$ cat src/rtl/ov7670_pkg.sv
// OV7670 stream generator shared types: FSM states, pattern selects,
// RGB565 colour-bar table and default 640x480 timing constants.
package ov7670_pkg;

  typedef enum logic [2:0] {
    IDLE,
    VSYNC,
    VBACK,
    ACTIVE,
    VFRONT
  } state_e;

  typedef enum logic [1:0] {
    PAT_BARS  = 2'b00,
    PAT_RAMP  = 2'b01,
    PAT_CHECK = 2'b10,
    PAT_SOLID = 2'b11
  } pat_e;

  // entry 0 is the leftmost bar (white)
  localparam logic [7:0][15:0] BAR_RGB = {
    16'h0000, 16'h001F, 16'hF800, 16'hF81F,
    16'h07E0, 16'h07FF, 16'hFFE0, 16'hFFFF
  };

  localparam int DEF_H_ACTIVE     = 640;
  localparam int DEF_V_ACTIVE     = 480;
  localparam int DEF_LINE_TOTAL   = 1568;
  localparam int DEF_VSYNC_LINES  = 3;
  localparam int DEF_VBACK_LINES  = 17;
  localparam int DEF_VFRONT_LINES = 10;

  function automatic logic [15:0] bar_rgb(
    input logic [2:0] idx
  );
    return BAR_RGB[idx];
  endfunction

endpackage

$ cat src/rtl/ov7670_pattern_gen.sv
// Combinational RGB565 test-pattern source.
// In: x[9:0], y[8:0], sel, solid_rgb. Out: pixel[15:0].
module ov7670_pattern_gen
  import ov7670_pkg::*;
(
  input  logic [9:0]  x,
  input  logic [8:0]  y,
  input  pat_e        sel,
  input  logic [15:0] solid_rgb,
  output logic [15:0] pixel
);

  logic unused_y;
  assign unused_y = ^y[2:0];

  always_comb begin
    pixel = 16'h0000;
    unique case (sel)
      PAT_BARS:  pixel = bar_rgb(x[9:7]);
      PAT_RAMP:  pixel = {x[9:5], y[8:3], x[4:0]};
      PAT_CHECK: pixel = (x[5] ^ y[5]) ? 16'hFFFF
                                       : 16'h0000;
      PAT_SOLID: pixel = solid_rgb;
      default:   pixel = 16'h0000;
    endcase
  end

endmodule

$ cat src/rtl/ov7670_stream_gen.sv
// OV7670-style camera byte stream generator (vsync/href/d, 2 bytes/pixel).
// In: clk25, rst_n, enable, pattern_sel, solid_rgb. Out: vsync, href, d, busy, frame_done, frame_cnt.
module ov7670_stream_gen
  import ov7670_pkg::*;
#(
  parameter int H_ACTIVE     = DEF_H_ACTIVE,
  parameter int V_ACTIVE     = DEF_V_ACTIVE,
  parameter int LINE_TOTAL   = DEF_LINE_TOTAL,
  parameter int VSYNC_LINES  = DEF_VSYNC_LINES,
  parameter int VBACK_LINES  = DEF_VBACK_LINES,
  parameter int VFRONT_LINES = DEF_VFRONT_LINES
) (
  input  logic        clk25,
  input  logic        rst_n,
  input  logic        enable,
  input  logic [1:0]  pattern_sel,
  input  logic [15:0] solid_rgb,
  output logic        vsync,
  output logic        href,
  output logic [7:0]  d,
  output logic        busy,
  output logic        frame_done,
  output logic [7:0]  frame_cnt
);

  localparam int BW = $clog2(LINE_TOTAL);
  localparam int LW = 10;

  state_e          state, nstate;
  logic [BW-1:0]   byte_cnt, nbyte;
  logic [LW-1:0]   line_cnt, nline;
  logic [LW-1:0]   last_line;
  pat_e            pat_q;
  logic [15:0]     solid_q;

  logic            line_end, state_end;
  logic            start;
  logic            href_n, done_n;
  logic [7:0]      d_n;
  logic [15:0]     pixel;

  always_comb begin
    last_line = '0;
    unique case (state)
      VSYNC:   last_line = LW'(VSYNC_LINES - 1);
      VBACK:   last_line = LW'(VBACK_LINES - 1);
      ACTIVE:  last_line = LW'(V_ACTIVE - 1);
      VFRONT:  last_line = LW'(VFRONT_LINES - 1);
      default: last_line = '0;
    endcase
  end

  assign line_end  = (byte_cnt == BW'(LINE_TOTAL - 1));
  assign state_end = line_end && (line_cnt == last_line);

  // next position; outputs are registered from it so they line up with state
  always_comb begin
    nstate = state;
    nbyte  = byte_cnt;
    nline  = line_cnt;
    if (state == IDLE) begin
      if (enable) nstate = VSYNC;
    end else if (state_end) begin
      nbyte = '0;
      nline = '0;
      unique case (state)
        VSYNC:   nstate = VBACK;
        VBACK:   nstate = ACTIVE;
        ACTIVE:  nstate = VFRONT;
        VFRONT:  nstate = enable ? VSYNC : IDLE;
        default: nstate = IDLE;
      endcase
    end else if (line_end) begin
      nbyte = '0;
      nline = line_cnt + 1'b1;
    end else begin
      nbyte = byte_cnt + 1'b1;
    end
  end

  assign start = (nstate == VSYNC) &&
                 (state == IDLE || state == VFRONT);

  assign done_n = (nstate == VFRONT) &&
                  (nbyte == BW'(LINE_TOTAL - 1)) &&
                  (nline == LW'(VFRONT_LINES - 1));

  assign href_n = (nstate == ACTIVE) &&
                  (nbyte < BW'(2 * H_ACTIVE));

  ov7670_pattern_gen u_pat (
    .x         (10'(nbyte >> 1)),
    .y         (9'(nline)),
    .sel       (pat_q),
    .solid_rgb (solid_q),
    .pixel     (pixel)
  );

  assign d_n = !href_n  ? 8'h00 :
               nbyte[0] ? pixel[7:0] :
                          pixel[15:8];

  always_ff @(posedge clk25 or negedge rst_n) begin
    if (!rst_n) begin
      state      <= IDLE;
      byte_cnt   <= '0;
      line_cnt   <= '0;
      pat_q      <= PAT_BARS;
      solid_q    <= '0;
      vsync      <= 1'b0;
      href       <= 1'b0;
      d          <= 8'h00;
      busy       <= 1'b0;
      frame_done <= 1'b0;
      frame_cnt  <= 8'h00;
    end else begin
      state      <= nstate;
      byte_cnt   <= nbyte;
      line_cnt   <= nline;
      vsync      <= (nstate == VSYNC);
      href       <= href_n;
      d          <= d_n;
      busy       <= (nstate != IDLE);
      frame_done <= done_n;
      if (done_n) frame_cnt <= frame_cnt + 8'd1;
      if (start) begin
        pat_q   <= pat_e'(pattern_sel);
        solid_q <= solid_rgb;
      end
    end
  end

endmodule

$ cat config.mk
export PLATFORM = sky130hd
export DESIGN_NAME = ov7670_stream_gen
export DESIGN_NICKNAME = d
export VERILOG_FILES = /design/src/rtl/ov7670_pkg.sv /design/src/rtl/ov7670_pattern_gen.sv /design/src/rtl/ov7670_stream_gen.sv
export SDC_FILE = /design/constraint.sdc
export NUM_CORES = 1
export LEC_CHECK = 0
export CORE_MARGIN = 10
export CORE_UTILIZATION = 35
export CTS_CLUSTER_DIAMETER = 100
export DETAILED_ROUTE_END_ITERATION = 12
export HOLD_SLACK_MARGIN = 0.03
export PLACE_DENSITY_LB_ADDON = 0.3
export SLEW_MARGIN = 20
export SYNTH_ARGS = -nofsm -noshare
export SYNTH_HDL_FRONTEND = slang
export SYNTH_SLANG_ARGS = --single-unit
$ cat constraint.sdc
create_clock -name clk25 -period 3 [get_ports clk25]
set_input_delay 0.9 -clock clk25 [delete_from_list [all_inputs] [get_ports clk25]]
set_output_delay 0.9 -clock clk25 [all_outputs]
set_load 0.01 [all_outputs]
==> summary.txt, run 1 <==
Synthesis
  • Avg Cell Area, Syn: between 9 and 10 µm²
  • Ys Warns: 0
  • Fraction of registers with async set or reset after synthesis: 100.0%
  • Mux contribution to synthesized area: 7.276%
  • Adder-cell area share of the yosys netlist: 1.054%
  • Mapped Nets: just under 400
  • Netlist cell types: slightly above 60
  • Cell Area, Synth: around 0.0036 mm²
  • Xor/xnor share of the synthesized area: under 10%
  • Main combinational cell family by area after synthesis: simple AND/OR/NAND/NOR gates
  • Synth Area in Compound Gates: approximately 14%
  • Post-Synth Simple-Gate Area: 22.74%
  • Mapped Cells: 362
  • Register bit total from synthesis: 62
  • Post-synth EDFFs: 0
  • Sequential area share after synthesis: between 40% and 50%
  • Ys flop type: dfrtp_1

Setup path
  • R2R Path End: d[7]
  • Worst setup path class: flip-flop to flip-flop
  • R2r setup slk: 0.18 ns
  • Crit start category: flip-flop
  • Crit-path leading delay family: simple AND/OR/NAND/NOR gates
  • WP data required: between 3 and 4 ns
  • Critical Path Sink Type: flip-flop
  • Max stage delay on crit path: 0.51 ns
  • Worst path arrival time: about 3.1 ns
  • Cell Chain, Critical Path: ha_2 -> and4bb_4 -> nand4_4 -> or4_1 -> a32oi_2 -> xor2_2 -> nand3_2 -> o211a_1 -> o32ai_2
  • Max FO, Critical Path: 8
  • CP max-delay cell: or4_1
  • Buf+Inv Stages, Crit Path: 0
  • Reg-to-reg critical path startpoint: byte_cnt[0]
  • Levels on crit path: 9
  • R2r worst-path depth: 9

Cells and area
  • Final nets: 430
  • Finished Layout Cells: 544
  • Area growth syn-to-layout: 22.53%
  • Util after Layout: between 40 and 50%
  • ANT cells: 0
  • Share of cells above drive strength 1: 13.63%

Flow run
  • Max Cap Viol: 0

Place
  • Port Buffers: 40
  • GP Congestion: approximately 0.90
  • Placed Instances: about 530
  • HPWL after DPL: roughly 6900 µm

GRT
  • Initial antenna violation count: 0
  • Number of global-route vias before repair: 2,922
  • First-pass GRT wire length: roughly 15,000 µm
  • Total grt overflow: 0
  • Largest net degree at the start of global routing: 35
  • Overall Global Routing Usage: between 10% and 20%

CTS
  • Clock transition at path regs: approximately 0.08 ns
  • Clock root buffer master: clkbuf_8
  • CTS tree: built
  • Max clock buf depth: 2
  • Post_cts resized: 0
  • CTS Hold Bufs: 0
  • Worst-Skew Late Latency: around 0.35 ns
  • Clock buffer count from CTS: 9
  • H-tree depth: 3
  • Postcts setup bufs: 0
  • CTS sink cnt: between 60 and 70

Floorplan
  • IO Count: approximately 40
  • Num rows: 36
  • Die H: roughly 120 µm
  • Starting Density: between 30% and 40%
  • Die width: 120.9 µm
  • Die Area: 0.01460 mm²
  • Core area: slightly below 0.01 mm²

Pwr
  • Static leakage: approximately 1.8 nW
  • Maximum VDD drop: approximately 0.4 mV
  • Power per Cell Area: ~630 mW/mm²

Routing
  • Final wirelength: roughly 9000 µm
  • Initial drt markers: 171
  • Pre-antenna DRT Iters: 5
  • Post-DRT Antenna Nets: 0
  • WL per Instance: around 17 µm
  • DRC viols: 0
  • Vias per cell: ~5.4
  • Vias: ~2,900

STA
  • Final Max Tran Viols: 0
  • Period utilization: a little over nine tenths
  • RSZ-0062 raised after global routing: false
  • Max Clk Rate: 0.3549 GHz
  • Worst Skew: around 0.013 ns
  • Min Tclk post-route: 2.818 ns
  • Final hold vios: 0
  • Worst Tran Pin Value: about 0.70 ns
  • Total Negative Setup Slacks: 0 ns
  • Max-slew headroom: 53.65%
  • Final Setup Violations: 0

Hold path
  • Worst Hold Depth: 1
  • Min-delay src: frame_cnt[7]
  • Hold endpoint: frame_cnt[7]
  • Worst hold path type: flip-flop to flip-flop

Run status
  • Status: complete, no violations
==> worst max path at each step <==
stage	from	endpoint	slack (ns)
4_1_cts	byte_cnt[0]	d[7]	0.14
2_1_floorplan	byte_cnt[0]	frame_cnt[1]	0.34
3_5_place_dp	byte_cnt[0]	d[7]	0.15
5_1_grt	byte_cnt[0]	d[7]	0.008
6_report	byte_cnt[0]	d[7]	0.18
3_3_place_gp	enable	frame_cnt[1]	0.20
==> layout make-up <==
cell class	count	area, µm²
repair buffers	56	540.5
clock inverters	7	80.08
flip-flops and latches	62	1551
fillers	956	5458
inverters	11	41.29
clock buffers	9	123.9
well taps	133	166.4
multi-input cells	266	1858
==> worst register-to-register path: stages, from the launching register on <==
cell	delay, ns
dfrtp_1	0.43
ha_2	0.26
and4bb_4	0.30
nand4_4	0.16
or4_1	0.51
a32oi_2	0.28
xor2_2	0.20
nand3_2	0.19
o211a_1	0.20
o32ai_2	0.21
==> routing by layer <==
metal / track usage (%) / vias up / part of all wire [%]
li1: - / 1411 / -
met2: 20.61 / 117 / 47
met1: 15.92 / 1402 / 43
met3: 4.839 / 15 / 7.5
met5: 0 / - / 0
met4: 3.846 / 0 / 1.9
==> registers in the layout, summed over array words and instances (netlist names) <==
| register | cells |
|---|---|
| frame_done | 1 |
| busy | 1 |
| frame_cnt | 8 |
| line_cnt | 10 |
| solid_q | 16 |
| byte_cnt | 11 |
| pat_q | 2 |
| vsync | 1 |
| d | 8 |
| state | 3 |
| href | 1 |
==> cells in the final DEF (no fill, tap or decap), types with 3 or more instances in the layout <==
master / count
inv_1: 11
nor2_1: 20
o31ai_1: 7
a211o_1: 3
nand4_1: 10
a31oi_1: 7
nand3_1: 20
nand2b_1: 7
o21ai_0: 13
o211ai_1: 3
inv_6: 3
mux2_2: 10
xnor2_1: 18
buf_4: 14
a21oi_1: 12
nand2_1: 38
and4_1: 8
clkbuf_8: 9
mux2_1: 9
clkdlybuf4s50_1: 39
mux2i_1: 3
dfrtp_1: 62
o21ai_1: 4
and3_1: 7
nor3_1: 9
a21o_1: 3
xor2_1: 7
==> cells by family (layout without fill, tap and decap cells) <==
logic type | Yosys count | in the layout
buffers and inverters | 34 | 83
flip-flops | 62 | 62
XOR/XNOR | 26 | 26
multiplexers | 23 | 23
AND/OR/NAND/NOR | 143 | 143
adder cells (fa/ha/maj) | 3 | 3
AO/OA/AOI/OAI | 71 | 71
==> cell usage after synthesis, types with 2 or more instances <==
library cell | n | area (µm²)
a211oi_1 | 2 | 15.01
o211a_1 | 2 | 20.02
buf_2 | 11 | 55.05
mux2_2 | 10 | 112.6
nand2b_1 | 7 | 43.79
and4bb_4 | 2 | 32.53
o211ai_1 | 3 | 22.52
a211o_1 | 3 | 26.28
a21oi_1 | 12 | 60.06
or3_1 | 2 | 12.51
mux2i_1 | 3 | 30.03
o21ai_1 | 4 | 20.02
or4_1 | 2 | 15.01
and3_1 | 7 | 43.79
nand4_1 | 10 | 62.56
a31oi_1 | 7 | 43.79
o31ai_1 | 7 | 52.55
xnor2_1 | 18 | 157.7
a21o_1 | 3 | 22.52
nor3_1 | 9 | 45.04
nand2_1 | 38 | 142.6
nand3b_1 | 2 | 15.01
nor3b_1 | 2 | 15.01
dfrtp_1 | 62 | 1551
mux2_1 | 9 | 101.4
clkbuf_1 | 9 | 33.78
nand3_1 | 20 | 100.1
o21bai_1 | 2 | 15.01
buf_6 | 2 | 22.52
xor2_1 | 8 | 70.07
ha_1 | 3 | 37.54
a221o_1 | 2 | 20.02
o21ai_0 | 13 | 65.06
inv_1 | 11 | 41.29
nor4_1 | 2 | 12.51
and4b_1 | 2 | 20.02
and4_1 | 8 | 70.07
nor2_1 | 20 | 75.07
==> stage by stage <==
| stage | power (mW) | setup slack, ns | hold slack, ns | instance area, µm² |
|---|---|---|---|---|
| after global placement | 1.945 | 0.2019 | 0.4626 | 4148 |
| after CTS | 2.737 | 0.1444 | 0.4757 | 4352 |
| final | 2.733 | 0.1820 | 0.4694 | 4362 |
| after global routing | 2.910 | 0.007743 | 0.5125 | 4362 |
| after detailed placement | 1.967 | 0.1469 | 0.4650 | 4148 |
| after floorplan | 1.710 | 0.3376 | 0.4522 | 3560 |
==> power breakdown <==
part / total, mW / leakage, nW / switching, mW / internal [mW]
sequential: 1.16 / 0.801 / 0.181 / 0.981
clock: 0.769 / 0.0968 / 0.375 / 0.393
combinational: 0.803 / 0.936 / 0.441 / 0.362
total: 2.73 / 1.83 / 0.998 / 1.74
Note: power is estimated with default switching activity, not from simulation.
==> run 2, diff against run 1 <==
--- a/config.mk
+++ b/config.mk
@@ -5,6 +5,7 @@
 export SDC_FILE = /design/constraint.sdc
 export NUM_CORES = 1
 export LEC_CHECK = 0
+export ABC_CLOCK_PERIOD_IN_PS = 3000
 export CORE_MARGIN = 10
 export CORE_UTILIZATION = 35
 export CTS_CLUSTER_DIAMETER = 100
==> results of run 2 <==
Same layout as run 1: the final DEF is identical, and so are final timing and power.
==> run 3, diff against run 2 <==
--- a/config.mk
+++ b/config.mk
@@ -5,6 +5,7 @@
 export SDC_FILE = /design/constraint.sdc
 export NUM_CORES = 1
 export LEC_CHECK = 0
+export ABC_AREA = 1
 export ABC_CLOCK_PERIOD_IN_PS = 3000
 export CORE_MARGIN = 10
 export CORE_UTILIZATION = 35
==> run 3 against run 2 <==
  * Routed wire length grew 10%
  * Sequential cell count is the same
  * Via count grew 21%
  * Utilization decreased by 0.50 points
  * Clock-buffer cell count is the same
  * Design area increased by 11%
==> summary.txt, run 3 <==
Pwr
  • Maximum VDD drop: 0.3414 mV (-14%)
  • Static leakage: 2.595 nW (+41%)
  • NetSw: 0.3961 mW (-60%)
  • Power per Cell Area: 393.9 mW/mm² (-37%)
  • Sequential share of power: 44.0% (+1.5 points)
  • Int Power: 1.504 mW (-13%)
  • Clk pwr share: 53.7% (+26 points)
  • Logic pwr share: 2.2% (-27 points)
  • Net Sw Frac: 20.85% (-16 points)

Cells and area
  • Reg area: 0.001551 mm² (unchanged)
  • Share of cells above drive strength 1: 12.89% (-0.74 points)
  • Commonest cells after routing, fill and taps aside: 198 x nand2_1, 62 x dfrtp_1, 58 x inv_1, 54 x nor2_1, 50 x nand3_1
  • Largest reg by FF count: solid_q
  • Area growth syn-to-layout: 21.00%
  • ANT cells: 0 (unchanged)
  • Area used by multi-input combinational logic: 0.002067 mm² (+11%)
  • Finished Layout Cells: 753 (+38%)
  • Commonest non-fill, non-tap cell in the layout: nand2_1
  • Final nets: 632 (+47%)
  • Largest registers: solid_q (16), byte_cnt (11), line_cnt (10)
  • Util after Layout: 43.92% (-0.50 points)
  • Number of flip-flops in the largest register: 16 (unchanged)
  • Final-layout fill cell count: 1,148 (+20%)

Synthesis
  • Biggest area consumer among synthesized cells: dfrtp_1
  • Sequential area share after synthesis: 38.92% (-4.7 points)
  • Yosys top cell area share: 38.92% (-4.7 points)
  • Register bit total from synthesis: 62 (unchanged)
  • Fraction of registers with async set or reset after synthesis: 100.0% (unchanged)
  • Cell Area, Synth: 0.003986 mm² (+12%)
  • Avg Cell Area, Syn: 7.093 µm² (-28%)
  • Synth top area cells: dfrtp_1 39%, nand2_1 19%, nand3_1 6.3%
  • Ys flop type: dfrtp_1
  • Ys Warns: 0 (unchanged)
  • Mapped Nets: 586 (+52%)
  • Mapped Cells: 562 (+55%)
  • Top cells by count, synth: 198 x nand2_1, 62 x dfrtp_1, 58 x inv_1, 54 x nor2_1, 50 x nand3_1
  • Post-synth EDFFs: 0 (unchanged)
  • Count leader, synth: nand2_1
  • Netlist cell types: 32 (-48%)

GRT
  • First-pass GRT wire length: 16,980 µm (+12%)
  • Total grt overflow: 0 (unchanged)
  • Number of global-route vias before repair: 3,484 (+19%)
  • Overall Global Routing Usage: 12.63% (-0.31 points)
  • Initial antenna violation count: 0 (unchanged)
  • Largest net degree at the start of global routing: 63 (+80%)

CTS
  • CTS Hold Bufs: 0 (unchanged)
  • Clock buffer count from CTS: 9 (unchanged)
  • Max clock buf depth: 2 (unchanged)
  • Worst-Skew Late Latency: 0.33 ns (-0.02 ns)
  • H-tree depth: 3 (unchanged)
  • CTS sink cnt: 62 (unchanged)
  • Clock transition at path regs: 0.06 ns (-0.02 ns)
  • Clock root buffer master: clkbuf_16
  • Postcts setup bufs: 0 (unchanged)
  • Post_cts resized: 0 (unchanged)
  • CTS tree: built

Setup path
  • Max stage delay on crit path: 0.49 ns (-0.02 ns)
  • Worst setup path class: flip-flop to flip-flop
  • Crit start category: flip-flop
  • WP data required: 3.21 ns (-0.05 ns)
  • Worst path most repeated cell: nand2_1
  • R2r worst-path depth: 15 (+6)
  • Worst path arrival time: 2.80 ns (-0.28 ns)
  • Cell Chain, Critical Path: nor2_2 -> nand2_1 -> buf_12 -> nand4_1 -> buf_4 -> o21ai_0 -> nand2_1 -> inv_1 -> nand2_1 -> inv_1 -> nand2_1 -> nor2_2 -> nand3_4 -> o21ai_1 -> nand2_1
  • Max FO, Critical Path: 20 (+12)
  • CP max-delay cell: dfrtp_1
  • Critical Path Sink Type: flip-flop

Floorplan
  • Core area: 0.01098 mm² (+12%)
  • IO Count: 41 (unchanged)
  • Die H: 126.7 µm (+4.9%)
  • Num rows: 38 (+5.6%)
  • Die width: 126.7 µm (+4.9%)
  • Die Area: 0.01606 mm² (+10%)
  • Starting Density: 36.30% (+0.044 points)

Flow run
  • Max Cap Viol: 0 (unchanged)

Place
  • Placed Instances: 737 (+40%)
  • HPWL after DPL: 7830 µm (+14%)
  • Port Buffers: 40 (unchanged)
  • GP Congestion: 0.8844 (-2.2%)

STA
  • Max-slew headroom: 48.65% (-5.0 points)
  • Min Tclk post-route: 2.587 ns (-0.2311 ns)
  • Worst Tran Pin Value: 0.7703 ns (+0.07496 ns)
  • RSZ-0062 raised after global routing: false
  • Final Setup Violations: 0 (unchanged)
  • Final hold vios: 0 (unchanged)
  • Total Negative Setup Slacks: 0 ns (unchanged)
  • Period utilization: 86.23% (-7.7 points)
  • Final Max Tran Viols: 0 (unchanged)
  • Max Clk Rate: 0.3866 GHz (+8.9%)
  • Worst Skew: 0.006269 ns (-0.006827 ns)

Hold path
  • Worst Hold Depth: 2 (+1)
  • Worst hold path type: flip-flop to flip-flop

Routing
  • Vias: 3,578 (+21%)
  • Initial drt markers: 187 (+9.4%)
  • Final wirelength: 9945 µm (+10%)
  • Vias per cell: 4.752 (-12%)
  • Pre-antenna DRT Iters: 4 (-1)
  • Post-DRT Antenna Nets: 0 (unchanged)
  • WL per Instance: 13.21 µm (-20%)
  • DRC viols: 0 (unchanged)

Run status
  • Status: complete, no violations
## run 3: metrics by stage
step	power, mW	instance area, µm²	hold slack (ns)	setup WS [ns]
6_report	1.900	4823	0.4706	0.4130
5_1_grt	1.968	4823	0.4912	0.1757
3_5_place_dp	0.8953	4524	0.4597	0.4505
2_1_floorplan	0.8519	3986	0.4422	0.8048
4_1_cts	1.925	4823	0.4752	0.4369
3_3_place_gp	0.8950	4524	0.4584	0.4963
## run 3: cell families (layout without fill, tap and decap cells)
group / count (synthesis) / after routing / synth area share (%)
simple gates: 357 / 357 / 41.96
buf+inv: 81 / 132 / 9.228
flops: 62 / 62 / 38.92
compound gates: 50 / 50 / 6.968
xor+xnor: 9 / 9 / 1.977
fa+ha+maj: 3 / 3 / 0.9417
## run 3: final timing paths
| kind | from | slack (ns) | to |
|---|---|---|---|
| worst min-delay path | solid_q[13] | 0.47 | solid_q[13] |
| worst max-delay path | state[0] | 0.41 | frame_cnt[4] |
| min in group asynchronous | rst_n | 0.73 | solid_q[0] |
| worst min register to register | solid_q[13] | 0.47 | solid_q[13] |
| max in group asynchronous | rst_n | 1.76 | byte_cnt[5] |
| worst max register to register | state[0] | 0.41 | frame_cnt[4] |
## run 3: area by class of cell
cell class | count | area share, %
clock inverters | 7 | 1.530
multi-input cells | 419 | 42.85
clock buffers | 9 | 4.669
repair buffers | 48 | 9.702
well taps | 140 | 3.632
inverters | 68 | 5.447
flip-flops and latches | 62 | 32.17
## run 3: power groups by stage
stage | clock, mW | sequential [mW] | combinational, mW
2_1_floorplan | 0 | 0.852 | 0.000158
4_1_cts | 1.04 | 0.837 | 0.0440
3_3_place_gp | 0 | 0.852 | 0.0435
6_report | 1.02 | 0.837 | 0.0421
3_5_place_dp | 0 | 0.852 | 0.0438
5_1_grt | 1.09 | 0.836 | 0.0471
## run 3: routing by layer
layer,share of wire (%),GRT usage (%)
met1,48,16.64
met5,0,0
met2,46,20.23
met4,1.5,4.153
met3,4.6,2.416
## run 3: worst max-delay path: cells and delay by family, from the launching register on
kind | cells | cell delay [ns]
AND/OR/NAND/NOR | 9 | 1.05
flip-flops | 1 | 0.49
buffers and inverters | 4 | 0.61
AO/OA/AOI/OAI | 2 | 0.31
